$ cat config.mk
export PLATFORM = sky130hd
export DESIGN_NAME = antisat_key_loader
export DESIGN_NICKNAME = d
export VERILOG_FILES = /design/src/rtl/antisat_key_loader.sv
export SDC_FILE = /design/constraint.sdc
export NUM_CORES = 1
export LEC_CHECK = 0
export BUFFER_PORTS_ARGS = -buffer_cell sky130_fd_sc_hd__buf_2
export CAP_MARGIN = 20
export CELL_PAD_IN_SITES_DETAIL_PLACEMENT = 1
export CELL_PAD_IN_SITES_GLOBAL_PLACEMENT = 1
export CORE_MARGIN = 2
export CORE_UTILIZATION = 35
export DETAILED_ROUTE_END_ITERATION = 7
export PLACE_DENSITY = 0.65
export SYNTH_ARGS = -nofsm -noshare
export SYNTH_HDL_FRONTEND = slang
export SYNTH_SLANG_ARGS = --single-unit
$ cat constraint.sdc
create_clock -name clk -period 5.28 [get_ports clk]
set_clock_uncertainty 0.1 [all_clocks]
set_input_delay 0.792 -clock clk [delete_from_list [all_inputs] [get_ports clk]]
set_output_delay 0.792 -clock clk [all_outputs]
set_load 0.03 [all_outputs]
$ cat src/rtl/antisat_key_loader.sv
// rtl/antisat_key_loader.sv - serial key loader with parity check and retry limit for the Anti-SAT c432 core
// Optional feature: define KEY_LOAD_TIMEOUT_EN to enable the idle-bit watchdog.
module antisat_key_loader #(
  parameter int                KEY_W       = 6,
  parameter logic [KEY_W-1:0]  DEFAULT_KEY = 6'b000111,
  parameter int                RETRY_MAX   = 3,
  parameter int                TIMEOUT_CYC = 255
) (
  input  logic             clk,
  input  logic             rst_n,
  input  logic             load_req,
  input  logic             key_sdata,
  input  logic             key_svalid,
  output logic             key_sready,
  output logic [KEY_W-1:0] key_out,
  output logic             key_valid,
  output logic             busy,
  output logic             load_err,
  output logic             fault
);

  localparam int CNT_W = (KEY_W > 1) ? $clog2(KEY_W) : 1;

  typedef enum logic [2:0] {IDLE, SHIFT, PARITY, LOCKED, FAULT} state_t;

  state_t             state_q;
  logic [KEY_W-1:0]   shift_q;
  logic [CNT_W-1:0]   bit_cnt_q;
  logic [3:0]         fail_cnt_q;
  logic [3:0]         fail_cnt_d;
  logic [KEY_W-1:0]   key_q;
  logic               key_valid_q;
  logic               sready_q;
  logic               load_err_q;
  logic               fault_q;
  logic               accept;
  logic               parity_bad;
  logic               timeout_hit;
  logic               fail_now;

  assign accept     = key_svalid && sready_q;
  assign parity_bad = (state_q == PARITY) && accept && (^{shift_q, key_sdata});
  assign fail_cnt_d = (fail_cnt_q == 4'(RETRY_MAX)) ? fail_cnt_q : fail_cnt_q + 4'd1;
  assign fail_now   = parity_bad || timeout_hit;

`ifdef KEY_LOAD_TIMEOUT_EN
  logic [7:0] wd_q;

  // A starved link counts as a failed load once TIMEOUT_CYC idle cycles pass in a row.
  assign timeout_hit = (state_q == SHIFT || state_q == PARITY) && !key_svalid &&
                       (wd_q == 8'(TIMEOUT_CYC - 1));

  // Watchdog: counts consecutive idle cycles while bits are expected, cleared by any accepted bit.
  always_ff @(posedge clk or negedge rst_n) begin
    if (!rst_n) begin
      wd_q <= 8'd0;
    end else if ((state_q == SHIFT || state_q == PARITY) && !fail_now) begin
      if (accept) wd_q <= 8'd0;
      else        wd_q <= wd_q + 8'd1;
    end else begin
      wd_q <= 8'd0;
    end
  end
`else
  assign timeout_hit = 1'b0;
`endif

  // Load FSM with all outputs registered; a failure from either source takes priority over the state action.
  always_ff @(posedge clk or negedge rst_n) begin
    if (!rst_n) begin
      state_q     <= IDLE;
      shift_q     <= '0;
      bit_cnt_q   <= '0;
      fail_cnt_q  <= 4'd0;
      key_q       <= DEFAULT_KEY;
      key_valid_q <= 1'b0;
      sready_q    <= 1'b0;
      load_err_q  <= 1'b0;
      fault_q     <= 1'b0;
    end else begin
      load_err_q <= 1'b0;
      if (fail_now) begin
        load_err_q <= 1'b1;
        fail_cnt_q <= fail_cnt_d;
        shift_q    <= '0;
        bit_cnt_q  <= '0;
        sready_q   <= 1'b0;
        if (fail_cnt_d == 4'(RETRY_MAX)) begin
          state_q <= FAULT;
          fault_q <= 1'b1;
        end else begin
          state_q <= IDLE;
        end
      end else begin
        case (state_q)
          IDLE: begin
            if (load_req) begin
              state_q   <= SHIFT;
              bit_cnt_q <= '0;
              sready_q  <= 1'b1;
            end
          end
          SHIFT: begin
            if (accept) begin
              shift_q[bit_cnt_q] <= key_sdata;
              if (bit_cnt_q == CNT_W'(KEY_W - 1)) state_q <= PARITY;
              else                                 bit_cnt_q <= bit_cnt_q + 1'b1;
            end
          end
          PARITY: begin
            if (accept) begin
              state_q  <= LOCKED;
              sready_q <= 1'b0;
            end
          end
          LOCKED: begin
            // Key is published one edge after the parity bit, then frozen.
            if (!key_valid_q) begin
              key_q       <= shift_q;
              key_valid_q <= 1'b1;
            end
          end
          FAULT: begin
            fault_q     <= 1'b1;
            key_q       <= DEFAULT_KEY;
            key_valid_q <= 1'b0;
            sready_q    <= 1'b0;
          end
          default: state_q <= IDLE;
        endcase
      end
    end
  end

  assign key_sready = sready_q;
  assign busy       = sready_q;
  assign key_out    = key_q;
  assign key_valid  = key_valid_q;
  assign load_err   = load_err_q;
  assign fault      = fault_q;

endmodule

Word-level counts from Yosys, hierarchy flattened
Cells that the tools add are included.

storage, ports and cells
  output and inout bits = 11
  memories = 0
  bits in registers = 26
  bits in writable memories = 0
  memory bits (read-only) = 0
  latch bits = 0
  bits of input ports = 5
  logic and storage cells = 79

operators by class
  eq/ne operators = 15
  $mul = 0
  bitwise operators = 1
  shifts and indexed selects = 0
  reductions and logical operators = 20
  add/subtract/negate cells = 2
  multiplexer cells = 30
  divide/modulo/power cells = 0
  magnitude comparators = 2

operators by type and width
  kind                   count
  $mux W3                10
  $mux W6                4
  $ne A3 B3 Y1 const B   5
  $pmux W3 S4            1
  $pmux W6 S2            1
  $eq A4 B2 Y1 const B   2
  $mux W1                8
  $reduce_bool A2 Y1     4
  $reduce_xor A7 Y1      1
  $bwmux W6              1
  $eq A3 B2 Y1 const B   2
  $eq A3 B3 Y1 const B   2
  $pmux W3 S2            1
  $reduce_and A2 Y1      3
  $reduce_and A3 Y1      2
  $reduce_and A5 Y1      1
  $add A4 B1 Y4 const B  1
  $logic_and A1 B1 Y1    4
  $lt A3 B4 Y1 const B   1
  $mux W4                1
  $ne A2 B1 Y1 const B   2
  $reduce_and A4 Y1      1
  $reduce_bool A4 Y1     1
  $add A3 B1 Y3 const B  1
  other kinds (10)       10

Longest topological paths before layout
Gate-level depths: netlist of run 1.

  word-level depth = 8
  mapped depth = 7
  mapped depth without buffers = 6

Worst setup path before layout of run 1
Ideal clock, no wire load.

  kind = input -> register
  from = in key_sdata
  to = reg fail_cnt_q[1]
  setup time = 0.125 ns
  required time = 5.055 ns
  stages on the path = 4
  slack = 3.183 ns
  arrival time = 1.872 ns
  buffers on the path = 0
  cells stage by stage = xnor3_1 xnor3_2 o311ai_4 mux2_4

on the way
  word-level cells in the longest chain between the ends = 2

ends and longest elaborated chain
  element               line  source
  from (decl)           12    input logic key_sdata,
  $reduce_xor A7 Y1     42    assign parity_bad = (state_q == PARITY) && accept && (^{shift_q, key_sdata});
  $logic_and A1 B1 Y1   42
  to (signal assigned)  84    fail_cnt_q <= fail_cnt_d;
  to (decl)             29    logic [3:0] fail_cnt_q;

No other way between the ends.
A chain may end at the register's enable or synchronous reset.

Worst setup path after layout of run 1
  from = reg state_q[2]
  to = reg shift_q[2]

on the way
  word-level cells in the longest chain between the ends = 5
  elaborated cells on any way between the ends = 8
  classes of those cells = eq/ne (2); mux (1); reduce/logical (5)

ends and longest elaborated chain
  element                           line  source
  from (decl)                       26    state_t state_q;
  from (signal assigned)            71    state_q <= IDLE;
  from (signal assigned)            89    state_q <= FAULT;
  from (signal assigned)            92    state_q <= IDLE;
  $eq A3 B2 Y1                      42
  $logic_and A1 B1 Y1 (2 in a row)  42
  $reduce_bool A2 Y1 (no line)      -
  $reduce_and A2 Y1 (no line)       -
  to (signal, indexed assignment)   105   shift_q[bit_cnt_q] <= key_sdata;
  to (decl)                         27    logic [KEY_W-1:0] shift_q;

Parallel ways exist; a longest one is shown, timed or not.

==> impl_metrics.csv, run 1 <==
group,metric,value,unit
die,start_util,0.367,
worst_setup_path,end_kind,"flip-flop",
power_and_ir_drop,power.leakage,0.746,nW
job,maxCapViolations,0,
clock_tree,cts_made_buffers,3,
worst_setup_path,crit_path_top_delay_cell,"nor4bb_1",
drt,antenna_left,0,
die,rows,23,
sta,slew-limit-headroom,0.335,
sta,layout_setup_ws,3.01,ns
drt,drt-total-wl,3480,µm
logic_synthesis,yosysSeqAreaShare,0.442,
sta,grt_setup_unrepaired,"false",
placement,gp_congestion,0.800,
sta,hold_violations,0,
global_route,first_global_vias,1205,
die,dieArea,0.00477,mm²
worst_setup_path,critPathKind,"flip-flop to flip-flop",
power_and_ir_drop,p_per_area,486,mW/mm²
sta,fmax,440,MHz
clock_tree,post-cts-setup-buffers,0,
logic_synthesis,synth_cell_types,48,
drt,drcViolationCount,0,
global_route,grt_use_total,0.153,
global_route,overflow,0,
drt,viasPerCell,5.49,
sta,period_share,0.430,
sta,setup_viol,0,
logic_synthesis,synth_cells,149,
worst_setup_path,startpoint_type,"flip-flop",
worst_setup_path,cp.arrival,2.34,ns
die,ioPinCount,16,
logic_synthesis,synth_warnings,0,
global_route,antenna_found_initial,0,
sta,hold-worst-slack,0.386,ns
drt,wire_per_inst,16.7,µm
die,die_h,69.0,µm
logic_synthesis,syn_avg_cell_area,9.93,µm²
sta,finalCriticalPeriod,2.27,ns
worst_setup_path,path_cells,"nor4bb_1 > nand4b_1 > mux2i_1 > nor2_1",
power_and_ir_drop,peakVddDrop,193,µV
clock_tree,clkSinkCount,26,
clock_tree,h-tree-depth,1,
finish,layout-drive-gt1-share,0.203,
worst_setup_path,cp.required,5.35,ns
outcome,status,"complete, no violations",
drt,drt_iter0_markers,46,
finish,area_growth,9.89,%
clock_tree,clock_latency,0.28,ns
placement,port_buffers,15,
drt,drt_pass1_iterations,4,
worst_setup_path,critPathMaxStageDelay,0.92,ns
placement,hpwlAfterDp,2590,µm
clock_tree,cts_buffer_depth,2,
clock_tree,clkSlewWorstSetupHoldPaths,0.09,ns
worst_setup_path,path_max_fanout,17,
clock_tree,cts_tree,"built",
global_route,grt_max_degree,27,
placement,pre_cts_ws,2.77,ns
sta,worstMarginPinSlew,0.984,ns
die,dieWidth,69.0,µm
sta,final_max_slew_viol_count,0,
finish,n_antenna_cell,0,
drt,route.vias.total,1142,
clock_tree,cts.repair.resized,0,
clock_tree,cts_root_buf,"clkbuf_8",
clock_tree,postCtsHoldBufs,0,
min_path,min_path_type,"flip-flop to flip-flop",
sta,fin_tns_setup,0,ns
global_route,grt_first_pass_wirelength,6000,µm
die,core,0.00403,mm²
logic_synthesis,synth_nets,157,
finish,fillers,481,
logic_synthesis,synth_area,0.00148,mm²
logic_synthesis,ys_seq_elements,26,
finish,num-nets-final,167,
[path summary, 6_finish.rpt]
kind                             from         end  slack [ns]  cells after the start
setup / recovery           state_q[2]  shift_q[2]        3.01                      4
hold / removal                  fault       fault        0.39                      2
max in group asynchronous       rst_n  shift_q[1]        4.28                      1
hold reg to reg                 fault       fault        0.39                      2
min in group asynchronous       rst_n        busy        0.40                      1
setup reg to reg           state_q[2]  shift_q[2]        3.01                      4
[cell usage after synthesis (all sizes together)]
library cell | number | area (µm²)
nor4 | 1 | 21.3
nand3 | 10 | 50.1
o22ai | 1 | 6.26
xnor3 | 2 | 46.3
a21o | 1 | 7.51
mux2i | 7 | 70.1
dfstp | 3 | 78.8
nand4 | 5 | 31.3
nor3b | 2 | 15.0
a31oi | 1 | 6.26
buf | 3 | 20.0
a32o | 1 | 10.0
a211oi | 1 | 7.51
and2 | 1 | 6.26
mux2 | 1 | 15.0
xnor2 | 5 | 43.8
a222oi | 1 | 10.0
or2 | 1 | 6.26
o31ai | 1 | 12.5
o21ai | 9 | 45.0
dfrtp | 23 | 576
nor4bb | 1 | 10.0
and3 | 1 | 6.26
o221ai | 1 | 8.76
a41o | 1 | 10.0
o311ai | 1 | 26.3
o211ai | 1 | 7.51
a21oi | 2 | 10.0
clkbuf | 7 | 26.3
nor2b | 1 | 6.26
o22a | 1 | 8.76
nand4b | 1 | 8.76
nand2 | 19 | 73.8
nor2 | 10 | 37.5
a31o | 1 | 8.76
inv | 8 | 30.0
o221a | 3 | 33.8
ha | 3 | 37.5
nor3 | 2 | 10.0
nand2b | 2 | 12.5
nand3b | 2 | 15.0
o21bai | 1 | 7.51
[cells by family after synthesis]
group / synth area share
and+or+nand+nor: 0.210
AOI/OAI and AO/OA: 0.153
DFF: 0.442
buffers and inverters: 0.0516
muxes: 0.0575
xor gates and xnor gates: 0.0609
adders and majority gates: 0.0254
[cells in the final DEF, fill, tap and decap left out, types with 2 or more instances in the layout]
| cell type | instances |
|---|---|
| a21oi_1 | 2 |
| buf_2 | 15 |
| clkbuf_8 | 4 |
| dfrtp_1 | 23 |
| dfstp_2 | 3 |
| ha_1 | 3 |
| inv_1 | 5 |
| inv_2 | 3 |
| mux2i_1 | 7 |
| nand2_1 | 18 |
| nand2b_1 | 2 |
| nand3_1 | 10 |
| nand3b_1 | 2 |
| nand4_1 | 5 |
| nor2_1 | 10 |
| nor3_1 | 2 |
| nor3b_1 | 2 |
| o21ai_0 | 6 |
| o21ai_1 | 3 |
| o221a_1 | 2 |
| xnor2_1 | 5 |
[routing by layer]
layer | track usage | part of all wire
met3 | 0.0395 | 0.039
met5 | 0 | 0
met1 | 0.196 | 0.45
met2 | 0.262 | 0.50
met4 | 0.0305 | 0.0072
[area by class of cell]
cell class,instances,area [µm²],area share
multi-input cells,105,749,0.461
repair buffers,15,75.1,0.0462
clock buffers,4,55.1,0.0338
inverters,8,30.0,0.0185
flip-flops and latches,26,654,0.402
well taps,50,62.6,0.0385
[metrics by stage]
stage | total power, mW | cells | area, µm² | util
finish | 0.791 | 208 | 1630 | 0.404
global route | 0.846 | 208 | 1630 | 0.404
CTS | 0.800 | 208 | 1630 | 0.404
detailed placement | 0.666 | 204 | 1570 | 0.390
global placement | 0.649 | 204 | 1570 | 0.390
floorplan | 0.588 | 149 | 1480 | -
[flip-flops by register name, indices dropped and copies added, names as in the netlist]
register,count
bit_cnt_q,3
busy,1
fail_cnt_q,4
fault,1
key_out,6
key_valid,1
load_err,1
shift_q,6
state_q,3
[report_power, final]
group / switching (mW) / internal [mW]
combinational: 0.185 / 0.138
sequential: 0.0770 / 0.258
clock: 0.0667 / 0.0669
[critical path, delay by kind of cell, from the launching register on]
family	cells	cell delay, ns
DFF	1	0.60
muxes	1	0.22
and+or+nand+nor	3	1.23
No activity file was read; power rests on OpenSTA's default activity.
==> run 2: changes to the inputs <==
- ABC_AREA: not set -> 1
- PLACE_DENSITY: 0.65 -> 0.7
- clock period: 5.28 -> 1.9 ns (I/O delays scaled with it)
==> impl_metrics.csv, run 2 <==
group,metric,value,unit
drt,met1Wirelength,1670,µm
logic_synthesis,yosys.area.top_type,"dfrtp_1",
clock_tree,postCtsHoldBufs,1,
logic_synthesis,ys_seq_elements,26,
worst_setup_path,critPathTopFamily,"simple AND/OR/NAND/NOR gates",
logic_synthesis,yosys_most_used_dff,"dfrtp_1",
global_route,antenna_found_initial,0,
die,dieArea,0.00485,mm²
die,die_h,69.6,µm
die,dieWidth,69.6,µm
logic_synthesis,synth_cells,201,
sta,worstMarginPinSlew,0.610,ns
logic_synthesis,async_reset_ff_frac,1.00,
logic_synthesis,synth_warnings,0,
worst_setup_path,path_cells,"inv_2 > nand3_1 > nor2_1 > nand3_2 > buf_4 > o211ai_1 > nand2_1",
logic_synthesis,syn_avg_cell_area,7.50,µm²
finish,n_antenna_cell,0,
placement,dpl_cell_area,0.00162,mm²
logic_synthesis,synth.most_common_cell,"nand2_1",
sta,hold-worst-slack,0.149,ns
finish,final_common_cell,"nand2_1",
worst_setup_path,crit_path_top_delay_cell,"dfrtp_1",
drt,highest_layer,"met4",
drt,wl_met3,76,µm
min_path,min_path_type,"input port to flip-flop",
drt,drt_pass1_iterations,4,
clock_tree,cts.repair.resized,0,
logic_synthesis,yosysTopAreaCellShare,0.382,
worst_setup_path,path_max_fanout,12,
worst_setup_path,end_kind,"flip-flop",
worst_setup_path,cp.arrival,1.72,ns
placement,hpwlAfterDp,2970,µm
placement,pre_cts_ws,0.266,ns
drt,viasPerCell,5.04,
sta,slew-limit-headroom,0.593,
clock_tree,clkSinkCount,26,
drt,antenna_left,0,
placement,port_buffers,15,
clock_tree,cts_buffer_depth,2,
worst_setup_path,startpoint,"state_q[0]",
sta,final_max_slew_viol_count,0,
logic_synthesis,yosysSeqAreaShare,0.434,
clock_tree,post-cts-setup-buffers,0,
sta,grt_setup_unrepaired,"false",
min_path,min_from,"load_req",
power_and_ir_drop,peakVddDrop,614,µV
outcome,status,"complete, no violations",
drt,wl_met2,1890,µm
drt,wire_per_inst,13.8,µm
clock_tree,clock_latency,0.28,ns
global_route,first_global_vias,1514,
sta,period_share,0.873,
finish,layout-drive-gt1-share,0.188,
die,rows,23,
finish,finish.utilization,0.413,
sta,setup_viol,0,
power_and_ir_drop,power,2.53,mW
clock_tree,clkSlewWorstSetupHoldPaths,0.10,ns
power_and_ir_drop,p_sw_frac,0.474,
drt,drt-total-wl,3700,µm
logic_synthesis,synthTopCellsByCount,"nand2_1, inv_1, dfrtp_1",
worst_setup_path,critPathKind,"flip-flop to flip-flop",
global_route,grt_use_total,0.166,
logic_synthesis,synth_nets,209,
power_and_ir_drop,power.leakage,0.884,nW
sta,hold_violations,0,
logic_synthesis,yosys-top-cells-area,"dfrtp_1, nand2_1, inv_1",
logic_synthesis,synth_cell_types,27,
clock_tree,cts_root_buf,"clkbuf_8",
placement,dp_cells,263,
logic_synthesis,synth_area,0.00151,mm²
worst_setup_path,reg2reg_from,"state_q[0]",
placement,gp_congestion,0.827,
power_and_ir_drop,p_per_area,1500,mW/mm²
finish,layout.cells.non_filler,268,
sta,layout_setup_ws,0.241,ns
logic_synthesis,synth-edff-count,0,
worst_setup_path,path_buf_inv,2,
die,start_util,0.369,
global_route,grt_first_pass_wirelength,6640,µm
sta,fin_tns_setup,0,ns
sta,fmax,603,MHz
sta,finalCriticalPeriod,1.66,ns
job,maxCapViolations,0,
finish,area_growth,12.0,%
power_and_ir_drop,clkPwrFrac,0.149,
worst_setup_path,cp.required,1.96,ns
die,core,0.00409,mm²
drt,drcViolationCount,0,
worst_setup_path,critPathMaxStageDelay,0.46,ns
finish,num-nets-final,227,
power_and_ir_drop,pwr-share-seq,0.360,
finish,layout_common_cells,"nand2_1, inv_1, dfrtp_1",
die,ioPinCount,16,
clock_tree,h-tree-depth,1,
power_and_ir_drop,p_sw,1.20,mW
clock_tree,cts_made_buffers,3,
global_route,overflow,0,
worst_setup_path,startpoint_type,"flip-flop",
power_and_ir_drop,pwr-share-comb,0.491,
drt,drt_iter0_markers,41,
drt,route.vias.total,1351,
clock_tree,cts_tree,"built",
global_route,grt_max_degree,27,
finish,final_area,0.00169,mm²
power_and_ir_drop,p_int,1.33,mW
-- run 2: logic make-up after synthesis --
kind of cell / Yosys count / synth area share
fa+ha+maj: 3 / 0.0249
compound gates: 24 / 0.105
buf+inv: 41 / 0.116
flops: 26 / 0.434
xor+xnor: 3 / 0.0174
simple gates: 104 / 0.303
-- run 2: final cells by class --
type                    instances  area [µm²]
fillers                       522        2400
multi-input cells             134         678
flip-flops and latches         26         654
inverters                      36         138
repair buffers                 18         100
well taps                      50        62.6
clock buffers                   4        55.1
-- run 2: per-layer routing --
layer	global-route usage	vias up
met5	0	-
met2	0.300	18
met1	0.197	652
li1	-	673
met3	0.0247	8
met4	0.0641	0
-- run 2: path summary, 6_finish.rpt --
path                       slack, ns  cells past startpoint       endpoint
min reg2reg                     0.39                      2          fault
min in group asynchronous       0.44                      2  fail_cnt_q[1]
max reg2reg                     0.24                      7     shift_q[4]
max                             0.24                      7     shift_q[4]
min                             0.15                      2           busy
max in group asynchronous       0.86                      2   bit_cnt_q[2]
-- run 2: power groups by stage --
stage | Clock [mW] | Sequential, mW | Combinational (mW)
2_1_floorplan | 0 | 0.988 | 0.866
3_3_place_gp | 0 | 0.906 | 1.19
3_5_place_dp | 0 | 0.922 | 1.25
4_1_cts | 0.387 | 0.909 | 1.26
5_1_grt | 0.411 | 0.942 | 1.43
6_report | 0.376 | 0.910 | 1.24
==> run 3: changes to the inputs <==
- CORE_ASPECT_RATIO: not set -> 1.25
==> impl_metrics.csv, run 3 (synthesis gave the netlist of run 2 again) <==
group,metric,value,unit
worst_setup_path,rr_worst_depth,7,
die,core,0.00410,mm²
drt,drt-total-wl,3350,µm
placement,hpwlAfterDp,2660,µm
sta,setup_viol,0,
finish,layout_common_cells,"nand2_1, inv_1, dfrtp_1",
die,ioPinCount,16,
worst_setup_path,critPathTopFamily,"simple AND/OR/NAND/NOR gates",
global_route,grt_use_total,0.157,
clock_tree,cts_root_buf,"clkbuf_8",
global_route,first_global_vias,1369,
job,maxCapViolations,0,
placement,gp_congestion,0.776,
placement,dpl_cell_area,0.00164,mm²
clock_tree,h-tree-depth,1,
sta,hold_violations,0,
min_path,min_to,"busy",
power_and_ir_drop,power.leakage,0.889,nW
clock_tree,post-cts-setup-buffers,0,
die,start_util,0.368,
worst_setup_path,path_max_fanout,12,
global_route,grt_max_degree,27,
finish,final_common_cell,"nand2_1",
drt,route.vias.total,1295,
sta,fmax,636,MHz
clock_tree,clock_latency,0.28,ns
power_and_ir_drop,peakVddDrop,480,µV
worst_setup_path,startpoint_type,"flip-flop",
drt,drt_iter0_markers,42,
worst_setup_path,reg2reg_from,"state_q[0]",
sta,finalCriticalPeriod,1.57,ns
worst_setup_path,path_buf_inv,2,
power_and_ir_drop,pwr-share-comb,0.489,
min_path,min_path_cells,2,
worst_setup_path,cp.arrival,1.63,ns
worst_setup_path,crit_path_top_delay_cell,"dfrtp_1",
clock_tree,clkSlewWorstSetupHoldPaths,0.10,ns
finish,final_area,0.00170,mm²
die,rows,26,
global_route,antenna_found_initial,0,
sta,grt_setup_unrepaired,"false",
clock_tree,postCtsHoldBufs,1,
clock_tree,cts_made_buffers,3,
power_and_ir_drop,p_int,1.33,mW
clock_tree,clkSinkCount,26,
die,dieArea,0.00485,mm²
global_route,grt_first_pass_wirelength,6200,µm
sta,worstMarginPinSlew,0.598,ns
min_path,min_from,"load_req",
sta,final_max_slew_viol_count,0,
worst_setup_path,critPathKind,"flip-flop to flip-flop",
worst_setup_path,r2r_end,"shift_q[1]",
power_and_ir_drop,p_per_area,1460,mW/mm²
finish,num-nets-final,228,
power_and_ir_drop,p_sw,1.15,mW
worst_setup_path,path_cells,"inv_2 > nand3_1 > nor2_1 > nand3_2 > buf_4 > o211ai_1 > nand2_1",
worst_setup_path,end_kind,"flip-flop",
outcome,status,"complete, no violations",
clock_tree,cts_buffer_depth,2,
die,dieWidth,62.7,µm
finish,layout-drive-gt1-share,0.192,
die,die_h,77.4,µm
sta,period_share,0.827,
drt,wire_per_inst,12.2,µm
finish,n_antenna_cell,0,
worst_setup_path,critPathMaxStageDelay,0.45,ns
power_and_ir_drop,clkPwrFrac,0.148,
global_route,overflow,0,
sta,fin_tns_setup,0,ns
worst_setup_path,r2r_slack,0.33,ns
sta,slew-limit-headroom,0.601,
clock_tree,cts_tree,"built",
drt,viasPerCell,4.71,
power_and_ir_drop,p_sw_frac,0.464,
min_path,min_path_type,"input port to flip-flop",
drt,antenna_left,0,
drt,drcViolationCount,0,
power_and_ir_drop,pwr-share-seq,0.362,
finish,area_growth,12.9,%
power_and_ir_drop,power,2.49,mW
placement,port_buffers,15,
worst_setup_path,cp.required,1.96,ns
clock_tree,cts.repair.resized,0,
drt,drt_pass1_iterations,4,
## run 3: cell types whose count changed in the layout (fill, tap and decap cells not counted)
cell,before,now
buf_4,2,3
## run 3: metal layers
metal  up-vias  GRT usage  routed length (µm)
li1        673          -                   -
met4         0     0.0533                  50
met3         5     0.0217                  74
met2        15      0.270                1620
met1       602      0.203                1600
met5         -          0                   0
## run 3: cell type report
cell class	instances	area [µm²]
tap	56	70.1
timing repair buffer	19	108
clock buffer	4	55.1
inverter	36	138
sequential	26	654
multi-input combinational	134	678
fill	542	2400
## run 3: per-stage QoR
step | utilization | setup slack, ns | hold WS (ns) | cells
finish | 0.415 | 0.329 | 0.147 | 275
global route | 0.415 | 0.135 | 0.167 | 275
CTS | 0.415 | 0.310 | 0.147 | 275
detailed placement | 0.400 | 0.327 | 0.235 | 270
global placement | 0.400 | 0.349 | 0.234 | 270
floorplan | - | 0.433 | -0.111 | 201
## run 3: worst max path at each step
stage	startpoint	end	slack, ns	cells after the start
finish	state_q[0]	shift_q[1]	0.33	7
global route	fail_cnt_q[0]	state_q[2]	0.13	9
CTS	state_q[0]	shift_q[1]	0.31	7
detailed placement	state_q[0]	state_q[1]	0.33	7
global placement	state_q[0]	shift_q[1]	0.35	7
floorplan	busy	shift_q[0]	0.43	5
## run 3: worst reg2reg max path, stage by stage (launching register included)
cell,delay (ns)
dfrtp_1,0.45
inv_2,0.12
nand3_1,0.15
nor2_1,0.17
nand3_2,0.12
buf_4,0.19
o211ai_1,0.09
nand2_1,0.07
## run 3: power groups by stage
stage	logic, mW	clock network, mW	registers, mW
floorplan	0.866	0	0.988
global placement	1.21	0	0.908
detailed placement	1.24	0	0.917
CTS	1.24	0.377	0.906
global route	1.41	0.405	0.934
finish	1.22	0.368	0.901
